### src/rtl/ace_rle_loader.sv
// ACE snapshot loader: decodes the ED-escape RLE stream from ioctl
// and writes it into Jupiter RAM while holding the CPU off the port.
module ace_rle_loader #(
  parameter logic [15:0] BASE_ADDR      = 16'h2000,
  parameter int unsigned TIMEOUT_CYCLES = 3000000,
  parameter logic [7:0]  ESC_BYTE       = 8'hED
) (
  input  logic        clk_sys,
  input  logic        reset_n,
  input  logic        ioctl_download,
  input  logic [7:0]  ioctl_index,
  input  logic        ioctl_wr,
  input  logic [7:0]  ioctl_dout,
  output logic        ioctl_wait,
  output logic [15:0] mem_addr,
  output logic [7:0]  mem_data,
  output logic        mem_wr,
  input  logic        mem_ack,
  output logic        cpu_hold,
  output logic        cpu_reset,
  output logic        done,
  output logic        overrun
);

  typedef enum logic [2:0] {
    S_IDLE, S_LIT, S_ESC, S_CNT, S_FILL, S_DELAY, S_STOP
  } state_e;

  state_e      state_q, state_d;
  logic [15:0] addr_q, addr_d;
  logic [7:0]  data_q, data_d;
  logic        wr_q, wr_d;
  logic        hold_q, hold_d;
  logic        rst_q, rst_d;
  logic        done_q, done_d;
  logic        ovr_q, ovr_d;
  logic        skv_q, skv_d;
  logic [7:0]  skd_q, skd_d;
  logic [7:0]  cnt_q, cnt_d;
  logic [31:0] tmr_q, tmr_d;
  logic        dl_q, dl_d;
  logic        end_q, end_d;
  logic        wait_q, wait_d;

  logic       start, fall, pend, rdy, fin;
  logic [7:0] din;

  assign start = ioctl_download & ~dl_q & (|ioctl_index);
  assign fall  = ~ioctl_download & dl_q;
  assign pend  = wr_q & ~mem_ack;
  assign rdy   = (state_q inside {S_LIT, S_ESC, S_CNT}) & ~pend;
  assign fin   = end_q & ~wr_q & ~skv_q & (state_q != S_FILL);
  assign din   = skv_q ? skd_q : ioctl_dout;

  always_comb begin
    state_d = state_q;
    addr_d  = addr_q;
    data_d  = data_q;
    wr_d    = wr_q;
    hold_d  = hold_q;
    rst_d   = 1'b0;
    done_d  = 1'b0;
    ovr_d   = ovr_q;
    skv_d   = skv_q;
    skd_d   = skd_q;
    cnt_d   = cnt_q;
    tmr_d   = tmr_q;
    dl_d    = ioctl_download;
    end_d   = end_q;
    if (start) begin
      state_d = S_LIT;
      addr_d  = BASE_ADDR;
      rst_d   = 1'b1;
      hold_d  = 1'b1;
      ovr_d   = 1'b0;
      skv_d   = 1'b0;
      wr_d    = 1'b0;
      end_d   = 1'b0;
    end else if (state_q != S_IDLE) begin
      if (fall) end_d = 1'b1;
      if (wr_q && mem_ack) begin
        addr_d = addr_q + 16'd1;
        wr_d   = 1'b0;
        if (state_q == S_FILL) begin
          cnt_d = cnt_q - 8'd1;
          if (cnt_q == 8'd1) state_d = S_LIT;
          else wr_d = 1'b1;
        end
      end
      if (state_q == S_DELAY) begin
        if (tmr_q <= 32'd1) state_d = S_STOP;
        else tmr_d = tmr_q - 32'd1;
      end
      if (fin) begin
        state_d = S_IDLE;
        hold_d  = 1'b0;
        done_d  = 1'b1;
        end_d   = 1'b0;
      end else if (rdy && (skv_q || ioctl_wr)) begin
        // a byte arriving while the skid drains takes its place
        if (skv_q) begin
          skv_d = ioctl_wr;
          skd_d = ioctl_dout;
        end
        unique case (1'b1)
          state_q == S_LIT: begin
            if (din == ESC_BYTE) state_d = S_ESC;
            else begin
              data_d = din;
              wr_d   = 1'b1;
            end
          end
          state_q == S_ESC: begin
            cnt_d = din;
            if (din == 8'd0) begin
              state_d = S_DELAY;
              tmr_d   = 32'(TIMEOUT_CYCLES);
              skv_d   = 1'b0;
            end else state_d = S_CNT;
          end
          state_q == S_CNT: begin
            data_d  = din;
            wr_d    = 1'b1;
            state_d = S_FILL;
          end
          default: ;
        endcase
      end else if (ioctl_wr &&
                   (state_q inside {S_LIT, S_ESC, S_CNT, S_FILL})) begin
        if (!skv_q) begin
          skv_d = 1'b1;
          skd_d = ioctl_dout;
        end else ovr_d = 1'b1;
      end
    end
    wait_d = skv_d | wr_d | (state_d == S_FILL) | (state_d == S_DELAY);
  end

  always_ff @(posedge clk_sys or negedge reset_n) begin
    if (!reset_n) begin
      state_q <= S_IDLE;
      addr_q  <= BASE_ADDR;
      data_q  <= 8'd0;
      wr_q    <= 1'b0;
      hold_q  <= 1'b0;
      rst_q   <= 1'b0;
      done_q  <= 1'b0;
      ovr_q   <= 1'b0;
      skv_q   <= 1'b0;
      skd_q   <= 8'd0;
      cnt_q   <= 8'd0;
      tmr_q   <= 32'd0;
      dl_q    <= 1'b0;
      end_q   <= 1'b0;
      wait_q  <= 1'b0;
    end else begin
      state_q <= state_d;
      addr_q  <= addr_d;
      data_q  <= data_d;
      wr_q    <= wr_d;
      hold_q  <= hold_d;
      rst_q   <= rst_d;
      done_q  <= done_d;
      ovr_q   <= ovr_d;
      skv_q   <= skv_d;
      skd_q   <= skd_d;
      cnt_q   <= cnt_d;
      tmr_q   <= tmr_d;
      dl_q    <= dl_d;
      end_q   <= end_d;
      wait_q  <= wait_d;
    end
  end

  assign ioctl_wait = wait_q;
  assign mem_addr   = addr_q;
  assign mem_data   = data_q;
  assign mem_wr     = wr_q;
  assign cpu_hold   = hold_q;
  assign cpu_reset  = rst_q;
  assign done       = done_q;
  assign overrun    = ovr_q;

endmodule

### config.mk
export PLATFORM = sky130hd
export DESIGN_NAME = ace_rle_loader
export DESIGN_NICKNAME = d
export VERILOG_FILES = /design/src/rtl/ace_rle_loader.sv
export SDC_FILE = /design/constraint.sdc
export NUM_CORES = 1
export LEC_CHECK = 0
export BUFFER_PORTS_ARGS = -buffer_cell sky130_fd_sc_hd__buf_2
export CAP_MARGIN = 20
export CORE_UTILIZATION = 59
export CTS_CLUSTER_DIAMETER = 100
export DETAILED_ROUTE_END_ITERATION = 8
export MAX_ROUTING_LAYER = met4
export PLACE_DENSITY = 0.91
export SLEW_MARGIN = 40
export SYNTH_ARGS = -nofsm -noshare
export SYNTH_HDL_FRONTEND = slang
export SYNTH_SLANG_ARGS = --single-unit
### constraint.sdc
create_clock -name clk_sys -period 2.5 [get_ports clk_sys]
set_clock_uncertainty 0.1 [all_clocks]
set_input_delay 0.25 -clock clk_sys [delete_from_list [all_inputs] [get_ports clk_sys]]
set_output_delay 0.25 -clock clk_sys [all_outputs]
set_load 0.01 [all_outputs]
# Yosys cells after proc, flatten, opt, wreduce, memory -nomap -nowiden
# Index checks and enable logic that the tools add are counted.
# word_totals
output_inout_bits	30
regBits	84
# classes
mux	66
n_reduce_logical	24
order_cmp	1
add_sub_neg	3
n_bitwise	19
n_eq_ne	14
# op_table
operator	count
$mux 32	6
$mux 8	10
$mux 16	3
$mux 1	33
$mux 3	11
$le 32x1->1 const B	1
$sub 32x1->32 const B	1
$add 16x1->16 const B	1
$pmux 8 s2	1
$reduce_bool 2->1	7
$eq 3x3->1 const B	4
$reduce_and 5->1	2
$pmux 3 s3	1
$reduce_bool 3->1	3
$and 1x1->1	8
$eq 8x1->1 const B	1
$eq 8x8->1 const B	1
$logic_not 8->1	1
$ne 2x2->1 const B	4
$not 1->1	8
$reduce_and 2->1	4
$reduce_or 8->1	1
$sub 8x1->8 const B	1
$eq 3x2->1 const B	2
8 further kinds	12

# Logic depth before layout (Yosys ltp)
# logic_depth
ltp_word	15
mapped_depth	9

# Worst setup path after synthesis
# No wires, ideal clock.
# synth_timing
path_kind	register to register
start	register cnt_q[3]
end	register wait_q, in the netlist ioctl_wait
setup_time_ps	124
synth_period_minus_slack_ps	2109
n_path_buf	0
stages_incl_launch_ff	6
t_required_ps	2276
arrival_ps	1885
slack_ps	391
cell_sequence	dfrtp_1 or3_4 or4b_4 nor3_1 o32ai_1 a211o_1
# synth_via
elab_chain_cells	15
# synth_lines
element	line	rtl
start, declared	39	logic [7:0] cnt_q, cnt_d;
start signal, assigned	167	cnt_q <= cnt_d;
$eq 8x1->1 *	86	if (cnt_q == 8'd1) state_d = S_LIT;
$mux 3 *	86	
$mux 3 *	84	if (state_q == S_FILL) begin
$mux 3 *	81	if (wr_q && mem_ack) begin
$mux 3	91	if (tmr_q <= 32'd1) state_d = S_STOP;
$mux 3 *	90	if (state_q == S_DELAY) begin
$mux 3	107	if (din == ESC_BYTE) state_d = S_ESC;
$pmux 3 s3	105	unique case (1'b1)
$mux 3 *	99	end else if (rdy && (skv_q || ioctl_wr)) begin
$mux 3 *	94	if (fin) begin
$mux 3 *	79	end else if (state_q != S_IDLE) begin
$mux 3 *	70	if (start) begin
via state_d[2]	29	state_e state_q, state_d;
$eq 3x3->1	136	wait_d = skv_d | wr_d | (state_d == S_FILL) | (state_d == S_DELAY);
$or 1x1->1	136	
$or 1x1->1 *	136	
via wait_d	43	logic wait_q, wait_d;
end signal, assigned	171	wait_q <= wait_d;
end, declared	43	
# The timed path passes the listed nets; every way through them passes the cells marked *.
# A chain may end at the register's enable or synchronous reset.

# Worst setup path in the final report
# layout_timing
start	register tmr_q[0]
end	register tmr_q[7]
# layout_via
elab_chain_cells	7
# layout_lines
element	line	rtl
start, declared	40	logic [31:0] tmr_q, tmr_d;
start signal, assigned	168	tmr_q <= tmr_d;
$sub 32x1->32 or $le 32x1->1 (tied branches)	92, 91	
$mux 32 *	91	
$mux 32 *	90	
$mux 32	115	if (din == 8'd0) begin
$mux 32	105	
$mux 32	99	
$mux 32 *	94	
# Mark *: on every way between the ends. The rest lies on a longest branch, timed or not.

==> metrics <==
DRC viols 0; Post-Syn Area ~4500 um2; Antenna Cells 0; gr usage total between 20% and 30%; GRT Residual Overflow 0; minimum clock period between 2 and 2.5 ns; Crit-path slowest cell a311oi_2; Layout Nets 556; crit-path max cell delay between 0.6 and 0.7 ns; WHS between 0.04 and 0.05 ns; Die ar. approximately 7900 um2; Mapped Cells about 460; Routed Antenna Nets 0; pwr/cell area about 600 nW/um2; PortBufs 50; hold crit path type in -> reg; Worst setup EP type flip-flop; Max Slew Vio Count 0; Routed WL per cell 16.5 um; final core utilization between 70% and 80%; Clock Tree Root clkbuf_8; Finished Layout Cells between 600 and 700; Slew @ Worst Pin around 0.65 ns; number of synthesized flops with an enable pin 0; die span in x around 89 um; Fmax 428 MHz; Final WS setup around 0.16 ns; core area around 7300 um2; peak supply drop slightly below 0.5 mV; most frequent cell after synthesis dfrtp_1; CTS tree yes; clock sinks 84; first-pass GRT wire length 17200 um; Area Growth Syn to Fin 15.2%; Initial Util between 60% and 70%; top post-synthesis cells by area dfrtp_1 46%, xor2_1 6.1%, nor2_1 5.9%, a21oi_1 2.8%, nand3_1 2.6%; LEAKAGE between 2 and 2.5 nW; Synth Warn # 0; initial antenna violation count 0; RSZ-0062 raised after global routing false; Post-CTS Setup Repair Bufs 0; post-DR vias/cell between 5 and 6; cts bufs inserted 9; # Max-Cap Violations 0; Worst setup SP type flip-flop; Rows 31; Die Height approximately 90 um; Max Root-Sink Buffers 2; setup TNS 0 ns; Setup violations, final 0; pre-CTS setup slack 0.162 ns; routed via count between 3000 and 4000; final hold vios 0; Reg clk slew, reported paths 0.08 ns; vias in the first global route between 3000 and 4000; Net Count, Synth 488; ratio of cells with drive above 1 in the final layout around 22%; first drt pass iteration count 5; Detail Placement HPWL roughly 7400 um; leading area contributor after synthesis dfrtp_1; unique cell type count in the Yosys netlist 69; Top FF cell, synth dfrtp_1; Clk Latency, worst-skew pair ~0.36 ns; r2r setup slk 0.16 ns; synth cell count leaders 83 x dfrtp_1, 70 x nor2_1, 31 x xor2_1; drt total wl between 10000 and 15000 um; Top Ports 51; crit share post-route between 90% and 100%; post-synth top area share between 40% and 50%; Critical Path RT roughly 2.7 ns; Placer Congestion a little over 1; status complete, no violations; Setup CP Type reg -> reg; Synth Register Bits 84; CP max FO 9; Async S/R FF share, synth 100%; Slew HR between 50% and 60%; dpl cells roughly 620; post-synthesis sequential area ratio between 40% and 50%; Mean Syn Cell Area 9.68 um2; worst path arrival time about 2.5 ns; Cell Chain, Critical Path inv_1 -> ha_1 -> nor2_1 -> and4bb_2 -> a311oi_2 -> nand3_1 -> xor2_1 -> nand2_1; largest net degree at the start of global routing 49; Initial DRC Count 201; CTS HTree Levels 3
==> registers in the layout, summed over array words and instances (netlist names), 3 cells and up <==
name      flops
mem_data      8
cnt_q         8
state_q       3
skd_q         8
tmr_q        32
mem_addr     16
==> placed cells by master, fill, tap and decap left out, types with 11 or more instances in the layout <==
cell type / instances
a21oi_1: 25
nand3_1: 23
nor2_1: 69
nor3_1: 17
o21ai_0: 12
inv_1: 11
nand2_1: 27
xor2_1: 31
nor4_1: 12
buf_2: 49
buf_4: 24
nand4_1: 16
dfrtp_1: 83
==> critical path, delay by kind of cell (launching register included) <==
kind / cells / cell delay [ns]
AO/OA/AOI/OAI: 1 / 0.61
flip-flops: 1 / 0.41
adder cells (fa/ha/maj): 1 / 0.25
AND/OR/NAND/NOR: 4 / 0.63
XOR/XNOR: 1 / 0.17
buffers and inverters: 1 / 0.06
==> metal layers <==
metal	track usage [%]	vias up	share of wire, %
met5	-	-	0
met4	9.38	0	1.8
met3	6.37	23	4.6
met2	47.8	104	50
met1	37.3	1837	44
li1	-	1805	-
==> what timing repair did <==
action	CTS	global route
hold buffers	2	0
hold endpoints to repair	48	0
resized for setup	0	2
endpoints found under the setup margin	0	5
==> path summary, 6_finish.rpt <==
path | start | endpoint | depth (start not counted)
max in group asynchronous | reset_n | mem_addr[13]$_DFFE_PN1P_ | 3
worst max register to register | tmr_q[0]$_DFFE_PN0P_ | tmr_q[7]$_DFFE_PN0P_ | 8
worst max-delay path | tmr_q[0]$_DFFE_PN0P_ | tmr_q[7]$_DFFE_PN0P_ | 8
min in group asynchronous | reset_n | tmr_q[4]$_DFFE_PN0P_ | 2
worst min-delay path | ioctl_dout[1] | skd_q[1]$_DFFE_PN0P_ | 2
worst min register to register | tmr_q[23]$_DFFE_PN0P_ | tmr_q[23]$_DFFE_PN0P_ | 1
==> power breakdown <==
group / switching (mW) / total (mW) / leakage, nW / internal, mW
logic: 0.357 / 0.610 / 1.21 / 0.252
clock network: 0.505 / 0.895 / 0.0855 / 0.390
registers: 0.105 / 1.59 / 1.13 / 1.49
==> per-stage QoR <==
step / total power, mW / instance area (um2)
floorplan: 1.96 / 4470
global placement: 2.18 / 4940
detailed placement: 2.21 / 4940
CTS: 3.11 / 5140
global route: 3.24 / 5150
finish: 3.10 / 5150
==> logic make-up (layout without fill, tap and decap cells) <==
kind of cell / count (synthesis) / in the layout / synth area share, %
compound gates: 82 / 82 / 12.5
xor+xnor: 36 / 36 / 7.05
fa+ha+maj: 5 / 5 / 1.40
buf+inv: 31 / 104 / 3.22
flops: 84 / 84 / 47.0
mux: 17 / 17 / 4.06
simple gates: 207 / 207 / 24.7
==> final cells by class <==
cell class | count | area (um2)
clock buffer | 11 | 141
clock inverter | 5 | 37.5
multi-input combinational | 347 | 2230
timing repair buffer | 76 | 465
sequential | 84 | 2100
tap | 99 | 124
fill | 585 | 2140
inverter | 12 | 45.0
Power figures use the tool's default switching activity.
